**src/rtl/bcd_xs3_seq_ctrl.sv**
```systemverilog
// ---------------------------------------------------------------------------
// bcd_xs3_seq_ctrl
//
// Converts a packed multi-digit BCD word to Excess-3. It converts one digit per
// clock through a single shared 4-bit BCD->XS3 gate network. A valid/ready
// handshake sits on each side, and only one word is in flight at a time.
//
// Sequence: IDLE accepts a word. CONV then converts digit digit_idx on each
// cycle, least significant digit first, for DIGITS cycles. DONE holds the
// result until the consumer takes it.
//
// Ports
//   clk        in   1          rising-edge clock
//   rst_n      in   1          asynchronous active-low reset
//   in_valid   in   1          producer presents in_bcd
//   in_ready   out  1          block can accept a word (IDLE only)
//   in_bcd     in   4*DIGITS   packed BCD, digit 0 = bits [3:0]
//   out_valid  out  1          out_xs3 holds a completed word (DONE)
//   out_ready  in   1          consumer accepts out_xs3
//   out_xs3    out  4*DIGITS   packed Excess-3 result, digit 0 = bits [3:0]
//   busy       out  1          conversion in progress (CONV)
//   digit_idx  out  IDX_W      digit being converted (meaningful while busy)
//   err        out  1          invalid-digit flag for the current word
//
// Optional feature macro: XS3_INVALID_CHECK_EN
//   Defined:   a digit > 9 forces its output nibble to 4'hF and sets err.
//              err stays set for that word and clears on the next accept.
//   Undefined: invalid digits pass through the gate equations unchanged,
//              and err is tied to 0.
// ---------------------------------------------------------------------------
module bcd_xs3_seq_ctrl #(
    parameter int DIGITS = 4,
    parameter int IDX_W  = 2
) (
    input  logic                  clk,
    input  logic                  rst_n,
    input  logic                  in_valid,
    output logic                  in_ready,
    input  logic [4*DIGITS-1:0]   in_bcd,
    output logic                  out_valid,
    input  logic                  out_ready,
    output logic [4*DIGITS-1:0]   out_xs3,
    output logic                  busy,
    output logic [IDX_W-1:0]      digit_idx,
    output logic                  err
);

    localparam logic [1:0] ST_IDLE = 2'd0;
    localparam logic [1:0] ST_CONV = 2'd1;
    localparam logic [1:0] ST_DONE = 2'd2;

    localparam logic [IDX_W-1:0] LAST_IDX = IDX_W'(DIGITS - 1);

    logic [1:0]          state_q,   state_d;
    logic [4*DIGITS-1:0] srcWord_q, srcWord_d;
    logic [4*DIGITS-1:0] result_q,  result_d;
    logic [IDX_W-1:0]    idx_q,     idx_d;

    logic [3:0] curBcd;
    logic [3:0] gateXs3;
    logic [3:0] nibbleOut;
    logic       gateW;
    logic       accept;

    // The active digit is selected from the latched source word by idx_q.
    // {idx_q, 2'b00} equals idx_q*4 and gives the nibble base bit.
    always_comb begin
        curBcd = srcWord_q[{idx_q, 2'b00} +: 4];
    end

    // This is the shared BCD->XS3 gate network. For b = 0..9 it yields b + 3.
    always_comb begin
        gateW      = curBcd[1] | curBcd[0];
        gateXs3[0] = ~curBcd[0];
        gateXs3[1] = ~(curBcd[1] ^ curBcd[0]);
        gateXs3[2] = curBcd[2] ^ gateW;
        gateXs3[3] = curBcd[3] | (curBcd[2] & gateW);
    end

`ifdef XS3_INVALID_CHECK_EN
    logic err_q, err_d;
    logic digitInvalid;

    // When the check is enabled, digits above 9 produce 4'hF.
    always_comb begin
        digitInvalid = (curBcd > 4'd9);
        nibbleOut    = digitInvalid ? 4'hF : gateXs3;
    end
`else
    // When the check is disabled, invalid digits go through the gates unchanged.
    always_comb begin
        nibbleOut = gateXs3;
    end
`endif

    assign accept = (state_q == ST_IDLE) && in_valid;

    // This block holds the next-state logic for the sequencer. An accept latches
    // the source word and clears the result. Each CONV cycle writes one result
    // nibble. DONE waits for the output handshake.
    always_comb begin
        state_d   = state_q;
        srcWord_d = srcWord_q;
        result_d  = result_q;
        idx_d     = idx_q;
        case (state_q)
            ST_IDLE: begin
                if (in_valid) begin
                    srcWord_d = in_bcd;
                    result_d  = '0;
                    idx_d     = '0;
                    state_d   = ST_CONV;
                end
            end
            ST_CONV: begin
                result_d[{idx_q, 2'b00} +: 4] = nibbleOut;
                if (idx_q == LAST_IDX) begin
                    state_d = ST_DONE;
                end else begin
                    idx_d = idx_q + IDX_W'(1);
                end
            end
            ST_DONE: begin
                if (out_ready) begin
                    state_d = ST_IDLE;
                end
            end
            default: begin
                state_d = ST_IDLE;
            end
        endcase
    end

    // These are the state registers. Reset discards any partial word.
    always_ff @(posedge clk or negedge rst_n) begin
        if (!rst_n) begin
            state_q   <= ST_IDLE;
            srcWord_q <= '0;
            result_q  <= '0;
            idx_q     <= '0;
        end else begin
            state_q   <= state_d;
            srcWord_q <= srcWord_d;
            result_q  <= result_d;
            idx_q     <= idx_d;
        end
    end

`ifdef XS3_INVALID_CHECK_EN
    // The error flag clears on each accept and stays set through DONE once
    // any digit of the word is invalid.
    always_comb begin
        err_d = err_q;
        if (accept) begin
            err_d = 1'b0;
        end else if ((state_q == ST_CONV) && digitInvalid) begin
            err_d = 1'b1;
        end
    end

    // This is the error flag register.
    always_ff @(posedge clk or negedge rst_n) begin
        if (!rst_n) begin
            err_q <= 1'b0;
        end else begin
            err_q <= err_d;
        end
    end

    assign err = err_q;
`else
    assign err = 1'b0;
`endif

    assign in_ready  = (state_q == ST_IDLE);
    assign busy      = (state_q == ST_CONV);
    assign out_valid = (state_q == ST_DONE);
    assign out_xs3   = result_q;
    assign digit_idx = idx_q;

endmodule

```
**config.mk**
```make
export PLATFORM = sky130hd
export DESIGN_NAME = bcd_xs3_seq_ctrl
export DESIGN_NICKNAME = d
export VERILOG_FILES = /design/src/rtl/bcd_xs3_seq_ctrl.sv
export SDC_FILE = /design/constraint.sdc
export NUM_CORES = 1
export LEC_CHECK = 0
export ABC_AREA = 1
export CAP_MARGIN = 20
export CORE_MARGIN = 10
export CORE_UTILIZATION = 53
export CTS_CLUSTER_SIZE = 10
export DETAILED_ROUTE_END_ITERATION = 16
export PLACE_DENSITY = 0.84
export SLEW_MARGIN = 20
export SYNTH_ARGS = -nofsm -noshare
export SYNTH_HDL_FRONTEND = slang
export SYNTH_SLANG_ARGS = --single-unit
```
**constraint.sdc**
```tcl
create_clock -name clk -period 4.65 [get_ports clk]
set_input_delay 1.395 -clock clk [delete_from_list [all_inputs] [get_ports clk]]
set_output_delay 1.395 -clock clk [all_outputs]
set_load 0.02 [all_outputs]
```
## Word level (Yosys, flattened, before mapping)

Index checks and enable logic that the tools add are counted.

- Bitwise gates (word level): 7
- Reduce and logical (&&, ||, !) cells: 6
- Shift operators: 3
- Add/subtract/negate cells: 2
- Mux-type cells: 10
- Equal/unequal tests: 7

Operator list:

| operator | number |
|---|---|
| case mux 16 bit (2 select lines) | 1 |
| bitwise mux 16 bit | 1 |
| two-way mux 16 bit | 1 |
| variable shift 4 x 6 -> 16 bit (first input constant) | 1 |
| variable part select 16 x 5 -> 4 bit | 1 |
| variable part select 4 x 6 -> 16 bit | 1 |
| two-way mux 2 bit | 5 |
| negator 4 -> 6 bit | 1 |
| case mux 2 bit (3 select lines) | 1 |
| AND reduction 3 bit | 2 |
| == test 2 bit (second input constant) | 2 |
| inequality test 2 x 1 -> 1 bit (second input constant) | 2 |
| inequality test 2 bit (second input constant) | 2 |
| case mux 2 bit (2 select lines) | 1 |
| AND reduction 2 bit | 2 |
| adder 2 x 1 -> 2 bit (second input constant) | 1 |
| == test 2 x 1 -> 1 bit (second input constant) | 1 |
| zero test 2 bit | 1 |
| NOT 1 bit | 2 |
| OR 1 bit | 2 |
| nonzero test 2 bit | 1 |
| XOR 1 bit | 2 |
| bitwise AND 1 bit | 1 |

- Bits in registers: 36
- Logic and storage cells: 39
- Input port bits: 20

## Longest topological paths before layout

Gate-level depths: netlist of run 1.

- Depth after elaboration: 7
- Depth in mapped cells: 13
- Gate-level depth less buffers: 11

## Worst setup path after synthesis of run 1

No wires, ideal clock.

- Path type: register -> output
- Start: reg state_q[1]
- End: out out_valid
- Buffers on the path: 0
- Path slack: 2493 ps
- Stages on the path, launching flop included: 3
- Data arrival time: 762 ps
- Required time: 3255 ps
- Cells stage by stage: dfrtp_1 > inv_1 > nor2_1

- Longest elaborated chain between the ends: 1

Ends and longest elaborated chain:

| element | line | source |
|---|---|---|
| start: declaration | 54 | `logic [1:0] state_q, state_d;` |
| start signal: assignment | 142 | `state_q <= state_d;` |
| == test 2 bit | 177 | `assign out_valid = (state_q == ST_DONE);` |
| end: declaration | 40 | `output logic out_valid,` |

Every way passes these cells.

## Worst setup path after layout of run 1

- Start: reg idx_q[0] (netlist: digit_idx[0])
- End: out digit_idx[0]

RTL lines:

| element | line | source |
|---|---|---|
| start: declaration | 57 | `logic [IDX_W-1:0] idx_q, idx_d;` |
| start signal: assignment | 145 | `idx_q <= idx_d;` |
| end: declaration | 44 | `output logic [IDX_W-1:0] digit_idx,` |

No word-level cell between the ends.

==> results of run 1 <==
## registers in the layout (all words and copies together), names as in the netlist
name,flops
srcWord_q,16
out_xs3,16
digit_idx,2
state_q,2
## report_power, final
part / internal (mW) / total (mW) / switching (mW)
Combinational: 0.389 / 0.859 / 0.470
Clock: 0.0746 / 0.174 / 0.0993
Sequential: 0.448 / 0.561 / 0.113
## worst min-delay path, stage by stage, from the launching register on
cell     delay [ns]
dfrtp_1        0.36
nand2_1        0.06
nand2_1        0.05
## layout make-up
cell class	count	area [µm²]	share of cell area
Multi-Input combinational cell	113	742	0.334
Clock buffer	8	58.8	0.0264
Inverter	16	60.1	0.0270
Sequential cell	36	901	0.405
Tap cell	44	55.1	0.0247
Timing Repair Buffer	41	408	0.183
## worst max path at each step
stage | startpoint | endpoint | slack (ns)
2_1_floorplan | state_q[1]$_DFFE_PN0P_ | out_valid | 2.49
3_3_place_gp | digit_idx[0]$_DFFE_PN0P_ | digit_idx[0] | 1.82
3_5_place_dp | digit_idx[0]$_DFFE_PN0P_ | digit_idx[0] | 1.79
4_1_cts | digit_idx[0]$_DFFE_PN0P_ | digit_idx[0] | 1.41
5_1_grt | digit_idx[0]$_DFFE_PN0P_ | digit_idx[0] | 1.33
6_report | digit_idx[0]$_DFFE_PN0P_ | digit_idx[0] | 1.41
## cells in the final DEF (no fill, tap or decap), drive strengths merged
master,instances
a21oi,1
or2,1
nand3,10
a32o,1
o21ai,12
conb,1
buf,1
inv,16
nor2,8
clkbuf,8
o31ai,3
mux2,16
dfrtp,36
nand2,47
ha,6
nor3,2
nand4,3
o22ai,2
clkdlybuf4s50,40
## cell families after synthesis
| logic type | Yosys count |
|---|---|
| flops | 36 |
| compound gates | 19 |
| simple gates | 71 |
| other cells | 1 |
| buf+inv | 22 |
| mux | 16 |
| fa+ha+maj | 6 |
## metrics by stage
step                cell area (µm²)  hold slack [ns]  total power [mW]   util  cells
global route                   2220            0.514              1.71  0.717    258
floorplan                      1760            0.476              1.15      -    171
CTS                            2220            0.498              1.60  0.717    258
global placement               2170            0.467              1.38  0.698    250
detailed placement             2170            0.471              1.42  0.698    250
finish                         2220            0.493              1.59  0.717    258
## layer usage
| layer | GRT usage | vias up |
|---|---|---|
| li1 | - | 641 |
| met3 | 0.0588 | 7 |
| met5 | 0 | - |
| met1 | 0.140 | 596 |
| met2 | 0.210 | 53 |
| met4 | 0.0474 | 0 |
==> metrics.md, run 1 <==
| Metric | Value |
|---|---|
| Status | `finished clean` |
| Count leader, synth | `nand2_1` |
| Pre-CTS WS | `roughly 1.8 ns` |
| Synth area leader | `dfrtp_1` |
| Top cell type's share of synthesized area | `0.513` |
| VDD IR max | `approximately 0.34 mV` |
| Ys flop type | `dfrtp_1` |
| Crit path launch type | `register` |
| Initial core utilization | `0.566` |
| Routed Wire Length | `about 3700 µm` |
| Synth top area cells | `dfrtp_1 51%, mux2_4 10%, nand2_1 9.4%, ha_1 4.3%, nand3_1 2.8%` |
| Post-Synth XOR/XNOR Area | `0` |
| Number of global-route vias before repair | `roughly 1400` |
| Placer Congestion | `slightly above 0.8` |
| GR Overflow Total | `0` |
| CTS Hold Bufs | `0` |
| Final setup TNS | `0 ns` |
| Source of the worst hold timing path | `out_xs3[15]$_DFFE_PN0P_` |
| Critical path's slowest cell | `dfrtp_1` |
| Synthesized flop and latch total | `36` |
| Slew margin rel. | `0.574` |
| Initial DRT Pass Iterations | `4` |
| CP required | `between 3 and 4 ns` |
| DP HPWL | `2850 µm` |
| Reg2reg path depth | `9` |
| Clock sinks | `36` |
| Initial drt markers | `90` |
| First-pass GRT wire length | `around 6300 µm` |
| R2R setup slack | `~2.4 ns` |
| Max-slew violations | `0` |
| Crit-path leading delay family | `flip-flops` |
| Arrival @ worst endpoint | `between 1.5 and 2 ns` |
| Post-synth ARST share | `1.00` |
| RSZ-0062 raised after global routing | `false` |
| Largest net degree at the start of global routing | `37` |
| Final WS setup | `between 1 and 1.5 ns` |
| M1 wire length | `1580 µm` |
| Mapped cell area | `roughly 1800 µm²` |
| Mean post-synth cell area | `between 10 and 15 µm²` |
| H-tree depth | `2` |
| Antenna-violating nets left | `0` |
| Max Clk Rate | `308 MHz` |
| IO Pins | `between 40 and 50` |
| # port buffers | `40` |
| Die width | `between 70 and 80 µm` |
| CTS Buffer Depth | `2` |
| HP Class | `register to register` |
| Number of synthesized flops with an enable pin | `0` |
| Core Area | `between 3000 and 4000 µm²` |
| Root Buffer | `clkbuf_4` |
| Top sig layer | `met4` |
| Synth cell count leaders | `44 x nand2_1, 36 x dfrtp_1, 13 x inv_1, 12 x mux2_4, 10 x nand3_1` |
| Postcts setup bufs | `0` |
| Mux cell area share after synthesis | `0.128` |
| CP Capture Type | `primary output` |
| Row cnt | `20` |
| Critical Setup Path Class | `register to primary output` |
| Clk_lat worst skew | `~0.34 ns` |
| Clock Skew | `around 0.0065 ns` |
| Largest family of logic cells by synthesized area | `simple AND/OR/NAND/NOR gates` |
| CP bufs+invs | `1` |
| Die area | `approximately 6000 µm²` |
| N_diodes | `0` |
| Final hold violations | `0` |
| Reg2reg start | `digit_idx[0]$_DFFE_PN0P_` |
| Clk slew on worst S/H paths | `around 0.10 ns` |
| FF-to-FF End | `out_xs3[6]$_DFFE_PN0P_` |
| Gate Count Post-Synth | `~170` |
| Post-synth cell types | `27` |
| Final worst path period share | `0.697` |
| Stages on worst setup path | `1` |
| Leakage | `between 1 and 1.5 nW` |
| Synth Area in Adders | `0.0427` |
| Worst path max stage delay | `0.77 ns` |
| Layout area overhead | `26.6%` |
| Power per cell area | `approximately 720 nW/µm²` |
| Max Fanout on Critical Path | `19` |
| Max_cap viols | `0` |
| CTS tree | `done` |
| CTS buffer count | `5` |
| Post-Syn Nets | `197` |
| Residual DRC | `0` |
| Yosys warning count | `0` |
| Min cycle time layout | `roughly 3.2 ns` |
| Fillers | `~250` |
| Synth Area in Simple Gates | `0.187` |
| Synth Area in Compound Gates | `0.0627` |
| Worst-Margin Slew | `about 0.64 ns` |
| Hold endpoint | `out_xs3[15]$_DFFE_PN0P_` |
| Met3 WL | `~350 µm` |
| Gr usage total | `0.127` |
| Final setup fails | `0` |
| Post-cts resize count | `0` |
| Fin nets | `~240` |
| WL/cell | `roughly 15 µm` |
| Die height | `approximately 78 µm` |
| Met2 WL | `around 1800 µm` |
| Layout cells sized above 1 | `0.159` |
| Initial antenna violation count | `0` |
| Via total after detailed routing | `1297` |
| Critical-path cell list | `clkdlybuf4s50_1` |
| Worst hold path depth | `2` |
| Via density | `between 5 and 6` |
| Seq/Total Area, Yosys | `0.513` |
No activity file was read; power rests on OpenSTA's default activity.
==> run 2, diff against run 1 <==
--- a/config.mk
+++ b/config.mk
@@ -8,10 +8,10 @@
 export ABC_AREA = 1
 export CAP_MARGIN = 20
 export CORE_MARGIN = 10
-export CORE_UTILIZATION = 53
+export CORE_UTILIZATION = 49
 export CTS_CLUSTER_SIZE = 10
 export DETAILED_ROUTE_END_ITERATION = 16
-export PLACE_DENSITY = 0.84
+export PLACE_DENSITY = 0.79
 export SLEW_MARGIN = 20
 export SYNTH_ARGS = -nofsm -noshare
 export SYNTH_HDL_FRONTEND = slang
==> constraint.sdc (replaced) <==
create_clock -name clk -period 3 [get_ports clk]
set_input_delay 0.9 -clock clk [delete_from_list [all_inputs] [get_ports clk]]
set_output_delay 0.9 -clock clk [all_outputs]
set_load 0.02 [all_outputs]
==> metrics.md, run 2 (synthesis gave the netlist of run 1 again) <==
| Metric | Value |
|---|---|
| Switching power | `1.05 mW (was 0.682 mW)` |
| Max_cap viols | `0 (unchanged)` |
| Root Buffer | `clkbuf_4 (unchanged)` |
| IO Pins | `42 (unchanged)` |
| Critical Setup Path Class | `register to primary output (unchanged)` |
| Power per cell area | `1110 nW/µm² (was 716 nW/µm²)` |
| Antenna-violating nets left | `0 (unchanged)` |
| FF-to-FF End | `out_xs3[6]$_DFFE_PN0P_ (unchanged)` |
| # port buffers | `40 (unchanged)` |
| Core Area | `3390 µm² (was 3100 µm²)` |
| R2R setup slack | `1.08 ns (was 2.40 ns)` |
| Pre-CTS WS | `0.820 ns (was 1.79 ns)` |
| N_diodes | `0 (unchanged)` |
| Postcts setup bufs | `0 (unchanged)` |
| Largest net degree at the start of global routing | `37 (unchanged)` |
| Clock Skew | `0.00884 ns (was 0.00647 ns)` |
| Clk_lat worst skew | `0.34 ns (about the same)` |
| Hold endpoint | `out_xs3[12]$_DFFE_PN0P_ (was out_xs3[15]$_DFFE_PN0P_)` |
| Die height | `79.9 µm (was 77.6 µm)` |
| CTS buffer count | `5 (unchanged)` |
| First-pass GRT wire length | `6220 µm (was 6320 µm)` |
| Die width | `79.9 µm (was 77.6 µm)` |
| Min cycle time layout | `roughly 2.5 ns` |
| Tot Pwr | `2.49 mW (was 1.59 mW)` |
| Max-slew violations | `0 (unchanged)` |
| Row cnt | `21 (was 20)` |
| Clk slew on worst S/H paths | `0.10 ns (about the same)` |
| Max Fanout on Critical Path | `5 (was 19)` |
| Leakage | `1.07 nW (was 1.06 nW)` |
| Crit path launch type | `register (unchanged)` |
| Reg2reg path depth | `9 (unchanged)` |
| Worst hold path depth | `2 (unchanged)` |
| Final worst path period share | `0.848` |
| Clock sinks | `36 (unchanged)` |
| Internal power | `1.44 mW (was 0.911 mW)` |
| Layout cells sized above 1 | `0.168 (was 0.159)` |
| Final setup fails | `0 (unchanged)` |
| CTS tree | `done (unchanged)` |
| Via density | `5.12 (was 5.03)` |
| H-tree depth | `2 (unchanged)` |
| CP required | `2.10 ns (was 3.25 ns)` |
| DP HPWL | `2950 µm (was 2850 µm)` |
| Initial DRT Pass Iterations | `4 (unchanged)` |
| Status | `finished clean (unchanged)` |
| Sequential share of power | `0.339 (was 0.352)` |
| Initial antenna violation count | `0 (unchanged)` |
| Commonest non-fill, non-tap cell in the layout | `nand2_1 (unchanged)` |
| Final WS setup | `0.456 ns (was 1.41 ns)` |
| Final hold violations | `0 (unchanged)` |
| Placer Congestion | `0.832 (was 0.827)` |
| Layout area overhead | `27.6% (was 26.6%)` |
| Routed Wire Length | `3760 µm (was 3750 µm)` |
| Via total after detailed routing | `1330 (was 1297)` |
| WL/cell | `14.5 µm (about the same)` |
| Comb power frac | `0.546 (was 0.539)` |
| Final setup TNS | `0 ns (unchanged)` |
| CTS Buffer Depth | `2 (unchanged)` |
| Source of the worst hold timing path | `out_xs3[12]$_DFFE_PN0P_ (was out_xs3[15]$_DFFE_PN0P_)` |
| Fin nets | `240 (was 239)` |
| Residual DRC | `0 (unchanged)` |
| Post-cts resize count | `0 (unchanged)` |
| Arrival @ worst endpoint | `1.64 ns (was 1.85 ns)` |
| RSZ-0062 raised after global routing | `false (unchanged)` |
| HP Class | `register to register (unchanged)` |
| Die area | `6380 µm² (was 6020 µm²)` |
| Initial core utilization | `0.518 (was 0.566)` |
| CP Capture Type | `primary output (unchanged)` |
| Max Clk Rate | `around 390 MHz` |
| Clock share of power | `0.115 (was 0.109)` |
| Number of global-route vias before repair | `1329 (was 1374)` |
| CTS Hold Bufs | `0 (unchanged)` |
| Sw Share | `0.422 (was 0.428)` |
| GR Overflow Total | `0 (unchanged)` |
| Initial drt markers | `69 (was 90)` |
| Most frequent cells in the layout | `44 x nand2_1, 40 x clkdlybuf4s50_1, 36 x dfrtp_1 (unchanged)` |
| VDD IR max | `0.478 mV (was 0.343 mV)` |
| Gr usage total | `0.123 (was 0.127)` |
| Reg2reg start | `digit_idx[0]$_DFFE_PN0P_ (unchanged)` |
==> run 2: through the flow <==
step	instance area [µm²]	cells	util	hold slack, ns
global route	2240	260	0.661	0.534
global placement	2180	253	0.642	0.467
floorplan	1760	171	-	0.476
detailed placement	2180	253	0.642	0.466
finish	2240	260	0.661	0.491
CTS	2240	260	0.661	0.492
==> run 2: area by class of cell <==
class,count,area [µm²]
Sequential cell,36,901
Fill cell,268,1150
Timing Repair Buffer,42,415
Tap cell,46,57.6
Multi-Input combinational cell,113,742
Inverter,16,60.1
Clock buffer,7,65.1
==> run 2: routing by layer <==
metal | vias to the layer above | global-route usage | wire length (µm)
li1 | 646 | - | -
met1 | 628 | 0.136 | 1590
met2 | 49 | 0.203 | 1780
met3 | 7 | 0.0574 | 336
met4 | 0 | 0.0475 | 55
met5 | - | 0 | 0
==> run 2: how the worst max path moves through the flow <==
| stage | slack [ns] | cells after the start | endpoint | startpoint |
|---|---|---|---|---|
| floorplan | 1.11 | 9 | out_xs3[6]$_DFFE_PN0P_ | digit_idx[0]$_DFFE_PN0P_ |
| global placement | 0.85 | 3 | srcWord_q[3]$_DFFE_PN0P_ | in_valid |
| detailed placement | 0.82 | 3 | srcWord_q[2]$_DFFE_PN0P_ | in_valid |
| CTS | 0.45 | 3 | busy | state_q[0]$_DFFE_PN0P_ |
| global route | 0.40 | 3 | busy | state_q[0]$_DFFE_PN0P_ |
| finish | 0.46 | 3 | busy | state_q[0]$_DFFE_PN0P_ |
==> run 2: critical path, cell delays in order (launching register included) <==
cell and delay, ns:
dfrtp_1 0.46, inv_2 0.07, nor2_4 0.15, clkdlybuf4s50_1 0.63
==> run 2: power by group through the flow <==
stage	clock, mW	combinational (mW)	sequential (mW)
final	0.286	1.36	0.842
after floorplan	0	0.865	0.917
after global routing	0.316	1.49	0.871
after detailed placement	0	1.36	0.850
after global placement	0	1.33	0.834
after CTS	0.292	1.37	0.841
